File: config.mk
export PLATFORM = sky130hd
export DESIGN_NAME = clk_mon_scan_ctrl
export DESIGN_NICKNAME = d
export VERILOG_FILES = /design/src/rtl/clk_mon_scan_pkg.sv /design/src/rtl/clk_mon_next_chan.sv /design/src/rtl/clk_mon_scan_ctrl.sv
export SDC_FILE = /design/constraint.sdc
export NUM_CORES = 1
export LEC_CHECK = 0
export ABC_AREA = 0
export ABC_CLOCK_PERIOD_IN_PS = 3300
export CORE_ASPECT_RATIO = 1.4
export CORE_MARGIN = 10
export CORE_UTILIZATION = 50
export CTS_CLUSTER_DIAMETER = 120
export DETAILED_ROUTE_END_ITERATION = 8
export HOLD_SLACK_MARGIN = 0.06
export PLACE_DENSITY = 0.84
export SLEW_MARGIN = 15
export SYNTH_ARGS = -nofsm -noshare
export SYNTH_HDL_FRONTEND = slang
export SYNTH_SLANG_ARGS = --single-unit
File: constraint.sdc
create_clock -name clk_ref -period 3.3 [get_ports clk_ref]
set_input_delay 0.495 -clock clk_ref [delete_from_list [all_inputs] [get_ports clk_ref]]
set_output_delay 0.495 -clock clk_ref [all_outputs]
set_load 0.02 [all_outputs]
File: src/rtl/clk_mon_scan_pkg.sv
// Shared types and sizing helpers for the round-robin clock-monitor scanner.
package clk_mon_scan_pkg;

    typedef enum logic [2:0] {
        IDLE,
        SETTLE,
        GATE,
        WAIT,
        NEXT
    } state_t;

    // Bits needed to hold values 0..max_val; never narrower than one bit.
    function automatic int cnt_width(input int max_val);
        return (max_val < 1) ? 1 : $clog2(max_val + 1);
    endfunction

endpackage

File: src/rtl/clk_mon_next_chan.sv
// Finds the lowest set bit of mask strictly above idx; idx is two's complement,
// so idx = -1 returns the lowest set bit of the whole mask.
module clk_mon_next_chan #(
    parameter int NCLK  = 16,
    parameter int SEL_W = $clog2(NCLK)
) (
    input  logic [NCLK-1:0]  mask,
    input  logic [SEL_W:0]   idx,
    output logic             found,
    output logic [SEL_W-1:0] next_idx
);

    always_comb begin
        found    = 1'b0;
        next_idx = '0;
        // Descending walk so the last hit, i.e. the lowest qualifying bit, wins.
        for (int i = NCLK - 1; i >= 0; i--) begin
            if (mask[i] && (i > int'($signed(idx)))) begin
                found    = 1'b1;
                next_idx = i[SEL_W-1:0];
            end
        end
    end

endmodule

File: src/rtl/clk_mon_scan_ctrl.sv
// Round-robin scheduler sharing one frequency-measurement engine across NCLK
// clocks: select, settle, gate, collect, write result, advance.
module clk_mon_scan_ctrl
    import clk_mon_scan_pkg::*;
#(
    parameter int NCLK           = 16,
    parameter int SEL_W          = $clog2(NCLK),
    parameter int CNT_W          = 32,
    parameter int SETTLE_CYCLES  = 16,
    parameter int GATE_CYCLES    = 100000,
    parameter int TIMEOUT_CYCLES = 1024
) (
    input  logic             clk_ref,
    input  logic             reset_in,
    input  logic             start,
    input  logic             run,
    input  logic             abort,
    input  logic [NCLK-1:0]  en_mask,
    output logic [SEL_W-1:0] meas_sel,
    output logic             meas_clr,
    output logic             meas_gate,
    input  logic [CNT_W-1:0] meas_count,
    input  logic             meas_valid,
    output logic             result_we,
    output logic [SEL_W-1:0] result_idx,
    output logic [CNT_W-1:0] result_data,
    output logic [NCLK-1:0]  timeout_mask,
    output logic             busy,
    output logic             scan_done,
    output logic [31:0]      scan_count
);

    localparam int PH_MAX = (SETTLE_CYCLES > GATE_CYCLES)
        ? ((SETTLE_CYCLES > TIMEOUT_CYCLES) ? SETTLE_CYCLES : TIMEOUT_CYCLES)
        : ((GATE_CYCLES > TIMEOUT_CYCLES) ? GATE_CYCLES : TIMEOUT_CYCLES);
    localparam int PH_W = cnt_width(PH_MAX);

    localparam logic [PH_W-1:0] SETTLE_LOAD  = PH_W'(SETTLE_CYCLES - 1);
    localparam logic [PH_W-1:0] GATE_LOAD    = PH_W'(GATE_CYCLES - 1);
    localparam logic [PH_W-1:0] TIMEOUT_LOAD = PH_W'(TIMEOUT_CYCLES - 1);

    state_t            state;
    logic [NCLK-1:0]   mask_q;
    logic [SEL_W-1:0]  chan;
    logic [PH_W-1:0]   ph_cnt;

    logic              nxt_found;
    logic [SEL_W-1:0]  nxt_idx;
    logic              first_found;
    logic [SEL_W-1:0]  first_idx;

    // Next channel of the latched mask above the one just measured.
    clk_mon_next_chan #(.NCLK(NCLK), .SEL_W(SEL_W)) u_next (
        .mask     (mask_q),
        .idx      ({1'b0, chan}),
        .found    (nxt_found),
        .next_idx (nxt_idx)
    );

    // Lowest enabled channel of the live mask, used at every scan start.
    clk_mon_next_chan #(.NCLK(NCLK), .SEL_W(SEL_W)) u_first (
        .mask     (en_mask),
        .idx      ({(SEL_W + 1){1'b1}}),
        .found    (first_found),
        .next_idx (first_idx)
    );

    assign busy = (state != IDLE);

    always_ff @(posedge clk_ref) begin
        if (reset_in) begin
            state        <= IDLE;
            mask_q       <= '0;
            chan         <= '0;
            ph_cnt       <= '0;
            meas_sel     <= '0;
            meas_clr     <= 1'b0;
            meas_gate    <= 1'b0;
            result_we    <= 1'b0;
            result_idx   <= '0;
            result_data  <= '0;
            timeout_mask <= '0;
            scan_done    <= 1'b0;
            scan_count   <= '0;
        end else begin
            result_we <= 1'b0;
            scan_done <= 1'b0;
            if (abort && (state != IDLE)) begin
                state     <= IDLE;
                meas_gate <= 1'b0;
                meas_clr  <= 1'b0;
            end else begin
                case (state)
                    IDLE: begin
                        if ((start || run) && first_found) begin
                            mask_q   <= en_mask;
                            chan     <= first_idx;
                            meas_sel <= first_idx;
                            meas_clr <= 1'b1;
                            ph_cnt   <= SETTLE_LOAD;
                            state    <= SETTLE;
                        end
                    end
                    SETTLE: begin
                        if (ph_cnt == '0) begin
                            meas_clr  <= 1'b0;
                            meas_gate <= 1'b1;
                            ph_cnt    <= GATE_LOAD;
                            state     <= GATE;
                        end else begin
                            ph_cnt <= ph_cnt - PH_W'(1);
                        end
                    end
                    GATE: begin
                        if (ph_cnt == '0) begin
                            meas_gate <= 1'b0;
                            ph_cnt    <= TIMEOUT_LOAD;
                            state     <= WAIT;
                        end else begin
                            ph_cnt <= ph_cnt - PH_W'(1);
                        end
                    end
                    WAIT: begin
                        // A valid arriving on the final timeout cycle still wins.
                        if (meas_valid) begin
                            result_we          <= 1'b1;
                            result_idx         <= chan;
                            result_data        <= meas_count;
                            timeout_mask[chan] <= 1'b0;
                            state              <= NEXT;
                        end else if (ph_cnt == '0) begin
                            result_we          <= 1'b1;
                            result_idx         <= chan;
                            result_data        <= '0;
                            timeout_mask[chan] <= 1'b1;
                            state              <= NEXT;
                        end else begin
                            ph_cnt <= ph_cnt - PH_W'(1);
                        end
                    end
                    NEXT: begin
                        if (nxt_found) begin
                            chan     <= nxt_idx;
                            meas_sel <= nxt_idx;
                            meas_clr <= 1'b1;
                            ph_cnt   <= SETTLE_LOAD;
                            state    <= SETTLE;
                        end else begin
                            scan_done  <= 1'b1;
                            scan_count <= scan_count + 32'd1;
                            if (run && first_found) begin
                                mask_q   <= en_mask;
                                chan     <= first_idx;
                                meas_sel <= first_idx;
                                meas_clr <= 1'b1;
                                ph_cnt   <= SETTLE_LOAD;
                                state    <= SETTLE;
                            end else begin
                                state <= IDLE;
                            end
                        end
                    end
                    default: state <= IDLE;
                endcase
            end
        end
    end

endmodule

# Yosys cells after proc, flatten, opt, wreduce, memory -nomap -nowiden
# Cells that the tools add are included.
[word_totals] reg_bits=128 latch_bits=0 ram_bits=0 mem_bits_ro=0 output_inout_bits=93 word_cells=198 mem_count=0
[classes] add_sub_neg=2 multipliers=0 div_mod_pow=0 magnitude_cmp=18 n_eq_ne=13 n_shift=0 mux=106 n_bitwise=7 n_reduce_logical=40
[op_table] op="4-bit 2-to-1 mux" count=37
[op_table] op="17-bit 2-to-1 mux" count=7
[op_table] op="17-bit one-hot mux with 5 select lines" count=1
[op_table] op="16-bit 2-to-1 mux" count=5
[op_table] op="32-bit 2-to-1 mux" count=2
[op_table] op="1-bit 2-to-1 mux" count=43
[op_table] op="32-bit by 1-bit adder with 32-bit output, second input constant" count=1
[op_table] op="4-bit greater-than comparator, first input constant" count=8
[op_table] op="16-bit one-hot mux with 2 select lines" count=1
[op_table] op="1-bit logical AND" count=20
[op_table] op="17-bit logical NOT" count=1
[op_table] op="17-bit by 1-bit subtractor with 17-bit output, second input constant" count=1
[op_table] op="16-bit AND" count=1
[op_table] op="3-bit by 4-bit greater-than comparator with 1-bit output, first input constant" count=4
[op_table] op="16-bit inverter" count=1
[op_table] op="16-bit OR" count=1
[op_table] op="3-bit 2-to-1 mux" count=5
[op_table] op="3-bit one-hot mux with 5 select lines" count=1
[op_table] op="2-bit != test, second input constant" count=7
[op_table] op="4-bit AND reduction" count=3
[op_table] op="3-bit AND reduction" count=3
[op_table] op="1-bit by 4-bit greater-than comparator with 1-bit output, first input constant" count=2
[op_table] op="2-bit by 4-bit greater-than comparator with 1-bit output, first input constant" count=2
[op_table] op="4-bit one-hot mux with 2 select lines" count=1
[op_table] op="19 further kinds" count=28

# Longest topological paths before layout
[logic_depth] depth_word=20 depth_mapped=11

# By module
# Synthesis repeated with hierarchy kept, for this count alone.
[hier_totals] cells_unflattened=728 hier_area_um2=6336.1
[by_module_without_submodules] module="clk_mon_scan_ctrl" n_inst=1 cells_each=588 area_per_inst_um2=5407.7
[by_module_without_submodules] module="clk_mon_next_chan" n_inst=2 cells_each=70 area_per_inst_um2=464.2

# Least setup slack after synthesis
# Ideal clock, no wire load.
[synth_path] path_kind="register -> register" from="reg chan[0]" to="reg scan_count[28]" arrival_ns=2.904 required_time_ns=3.230 path_slack_ns=0.326 stages_incl_launch_ff=11 n_path_buf=4 path_cell_list="dfxtp_1 buf_4 or2b_1 a311oi_1 or4_1 buf_2 or4_4 buf_6 buf_6 or4_1 a21oi_1"
[synth_between] elab_chain_len=20 word_cells_on_any_way=50 cone_classes="order compare (16); mux (16); bitwise (1); reduce/logical (17)"
[synth_lines] item="start: declaration" line="clk_mon_scan_ctrl.sv:44" rtl="logic [SEL_W-1:0] chan;"
[synth_lines] item="start signal: assignment" line="clk_mon_scan_ctrl.sv:97" rtl="chan <= first_idx;"
[synth_lines] item="start signal: assignment" line="clk_mon_scan_ctrl.sv:143" rtl="chan <= nxt_idx;"
[synth_lines] item="start signal: assignment" line="clk_mon_scan_ctrl.sv:153" rtl="chan <= first_idx;"
[synth_lines] item="4-bit greater-than comparator" line="clk_mon_next_chan.sv:18" rtl="if (mask[i] && (i > int'($signed(idx)))) begin"
[synth_lines] item="1-bit logical AND" line="clk_mon_next_chan.sv:18"
[synth_lines] item="1-bit 2-to-1 mux (15 in series)" line="clk_mon_next_chan.sv:18"
[synth_lines] item="1-bit 2-to-1 mux *" line="clk_mon_next_chan.sv:18"
[synth_lines] item="1-bit inverter (no source line) *"
[synth_lines] item="3-bit AND reduction (no source line) *"
[synth_lines] item="end signal: assignment" line="clk_mon_scan_ctrl.sv:150" rtl="scan_count <= scan_count + 32'd1;"
[synth_lines] item="end: declaration" line="clk_mon_scan_ctrl.sv:30" rtl="output logic [31:0] scan_count"
# Mark *: on every way between the ends. The rest lies on a longest branch, timed or not.
# A chain may end at the register's enable or synchronous reset.

# Worst setup path in the final report
[layout_path] from="reg chan[0]" to="reg scan_count[20]"
# The elaborated chain is that of the path after synthesis.

==> flow_summary_export.csv <==
group,metric,value,unit
place,dpl.cell_count,1025,
sta,fmax,327,MHz
detailed_routing,firstDrtPassIters,7,
worst_setup_path,path_max_fanout,25,
worst_setup_path,cp_num_buf_inv,0,
logic_synthesis,syn_area_per_cell,8.44,um^2
detailed_routing,dr_total_vias,6677,
floorplan,die_area,17400,um^2
detailed_routing,drcViolationCount,0,
floorplan,fp.dieW,114,um
detailed_routing,vias_per_cell,6.32,
pwr,p_per_area,564,nW/um^2
min_path,worstHoldPathType,"flop to flop",
floorplan,io_pins,147,
final_layout,fin_cells,1057,
final_layout,area_growth,37.2,%
worst_setup_path,cp_data_required_time,3.64,ns
place,io_buffer_count,146,
min_path,hp-start,"result_idx[1]",
logic_synthesis,ys_top_cells_by_area,"dfxtp_1, nand2_1, a22o_1",
run_status,status,"complete, no violations",
clock_tree,cts.htree.levels,4,
worst_setup_path,cpPeakStageDelay,0.70,ns
logic_synthesis,yosysUniqueCellTypes,67,
worst_setup_path,crit_path_frequent_cell,"or4_1",
logic_synthesis,ys_warn_count,0,
sta,finalMaxSlewViolations,0,
place,gp_congestion,1.00,
detailed_routing,drtAntennaViolNets,0,
min_path,hold_end,"result_idx[1]",
final_layout,nets,950,
worst_setup_path,r2r_cells,6,
global_route,grt.total_usage,23.2,%
logic_synthesis,ys_ff_latch,127,
floorplan,rows,48,
pwr,p_leak,3.06,nW
worst_setup_path,path_cells,"or2b_1, a311oi_1, or4_1, or4_4, or4_1, a21oi_1",
pwr,ir_drop,383,uV
clock_tree,clk_path_buf_depth,2,
clock_tree,cts_made_buffers,17,
detailed_routing,wl_met2,10.5,mm
global_route,antenna_found_initial,0,
final_layout,final_common_cell,"clkdlybuf4s50_1",
place,dp_hpwl,15.5,mm
sta,tightestPinTransition,0.757,ns
logic_synthesis,yosysSeqAreaShare,40.7,%
final_layout,drive_above_1_share,10.5,%
detailed_routing,wl_met3,2.15,mm
floorplan,die_h,152,um
logic_synthesis,synth_cells,740,
worst_setup_path,reg2reg_from,"chan[0]",
sta,fin_skew,0.0112,ns
final_layout,fillers,922,
floorplan,initial_utilization,50.7,%
worst_setup_path,crit_arrival,3.40,ns
worst_setup_path,worstSetupEndpointType,"flop",
logic_synthesis,synthFlopType,"dfxtp_1",
min_path,hold_path_depth,2,
clock_tree,clock-root-buffer,"clkbuf_16",
worst_setup_path,crit_family,"simple AND/OR/NAND/NOR gates",
detailed_routing,wl_met1,7.72,mm
global_route,grt_max_degree,51,
clock_tree,postCtsHoldBufs,0,
sta,rsz0062_at_grt,"no",
global_route,grt_overflow,0,
logic_synthesis,synth_nets,796,
clock_tree,cts_tree,"done",
logic_synthesis,ys_async_sr_fraction,0,%
sta,finalHoldViolations,0,
global_route,grt_pass1_wl,33.5,mm
clock_tree,cts.sinks,127,
logic_synthesis,synth_top_area_share,40.7,%
worst_setup_path,r2r_setup_slack,0.24,ns
detailed_routing,wl_per_cell,19.9,um
final_layout,n_antenna_cell,0,
detailed_routing,top_layer,"met4",
floorplan,fp.coreArea,12300,um^2
clock_tree,clock_latency,0.42,ns
logic_synthesis,yosys.area.top_type,"dfxtp_1",
sta,slew_headroom,49.1,%
logic_synthesis,netlist_area,6250,um^2
detailed_routing,drtIter0Drc,625,
detailed_routing,totalWireLength,21.0,mm
sta,fin_crit_sh,92.8,%
clock_tree,clk_pin_slew,0.06,ns
sta,finalSetupTns,0,ns
final_layout,post-route-util,69.6,%
worst_setup_path,r2r-end,"scan_count[20]",
worst_setup_path,startpoint_type,"flop",
sta,period_needed,3.06,ns
clock_tree,cts_setup_buffers,0,
final_layout,mostFrequentLayoutCells,"clkdlybuf4s50_1, dfxtp_1, nand2_1",
worst_setup_path,slowest_stage,"or4_4",
job,maxCapViolCount,0,
sta,setup_violations,0,
global_route,grt_pass1_vias,6551,
worst_setup_path,path_class,"flop to flop",
logic_synthesis,synth_edf_count,0,
==> what timing repair did <==
item | in CTS | in global routing
endpoints found under the hold margin | 0 | 0
resized for setup | 0 | 1
endpoints found under the setup margin | 0 | 9
==> cells in the mapped netlist (4+ instances only) <==
master / count
a211oi_1: 5
a21o_1: 6
a21oi_1: 61
a22o_1: 35
a22oi_1: 5
a311oi_1: 22
a31oi_1: 9
and2_1: 6
and3_1: 7
and4_1: 4
buf_4: 4
clkbuf_1: 42
dfxtp_1: 127
inv_1: 13
mux2i_1: 16
nand2_1: 83
nand2b_1: 7
nand3_1: 26
nand4_1: 11
nor2_1: 44
nor2b_1: 10
nor3_1: 15
nor4_1: 12
o211ai_1: 7
o21ai_0: 26
o21bai_1: 4
o31ai_1: 23
or2_2: 9
or3_1: 11
or4_1: 23
xnor2_1: 8
==> per-stage QoR <==
step	power, W	cell area (um^2)	hold WS [ns]	setup slack, ns
3_5_place_dp	0.00296	7980	0.454	0.0972
6_report	0.00483	8570	0.455	0.238
4_1_cts	0.00480	8560	0.462	0.166
3_3_place_gp	0.00292	7970	0.447	0.211
2_1_floorplan	0.00252	6250	0.435	0.326
5_1_grt	0.00503	8570	0.476	0.0852
==> logic make-up (layout without fill, tap and decap cells) <==
kind of cell | Yosys count | after routing | share of synthesized area [%]
compound gates | 238 | 238 | 26.7
flops | 127 | 127 | 40.7
simple gates | 282 | 282 | 23.7
buf+inv | 64 | 231 | 4.37
fa+ha+maj | 2 | 2 | 0.401
mux | 17 | 17 | 2.74
xor+xnor | 10 | 10 | 1.40
==> layer usage <==
metal / track usage, % / vias to the layer above
met5: 0 / -
met4: 9.10 / 0
met3: 8.98 / 51
met2: 39.5 / 347
met1: 24.9 / 3159
li1: - / 3120
==> report_power, final <==
group | internal, W | leakage (nW) | switching, W
sequential | 0.00162 | 1.03 | 0.000122
clock | 0.00108 | 0.282 | 0.000784
combinational | 0.000515 | 1.75 | 0.000711
==> worst max path at each step <==
stage	from	end	slack, ns	cells past startpoint
floorplan	chan[0]	scan_count[28]	0.33	10
global placement	en_mask[6]	mask_q[12]	0.21	7
detailed placement	en_mask[7]	mask_q[10]	0.1	7
CTS	chan[0]	mask_q[2]	0.17	6
global route	chan[1]	scan_count[24]	0.09	6
finish	chan[0]	scan_count[20]	0.24	6
==> tightest hold or removal path, delay by kind of cell, from the launching register on <==
kind            cells  cell delay, ns
flops               1            0.31
compound gates      1            0.05
simple gates        1            0.05
==> cell type report <==
class	instances	area, um^2	share of cell area, %
well taps	150	188	2.19
clock inverters	14	144	1.68
clock buffers	18	439	5.13
inverters	13	48.8	0.570
flip-flops and latches	127	2540	29.7
repair buffers	186	1760	20.5
multi-input cells	549	3450	40.3
Note: power is estimated with default switching activity, not from simulation.
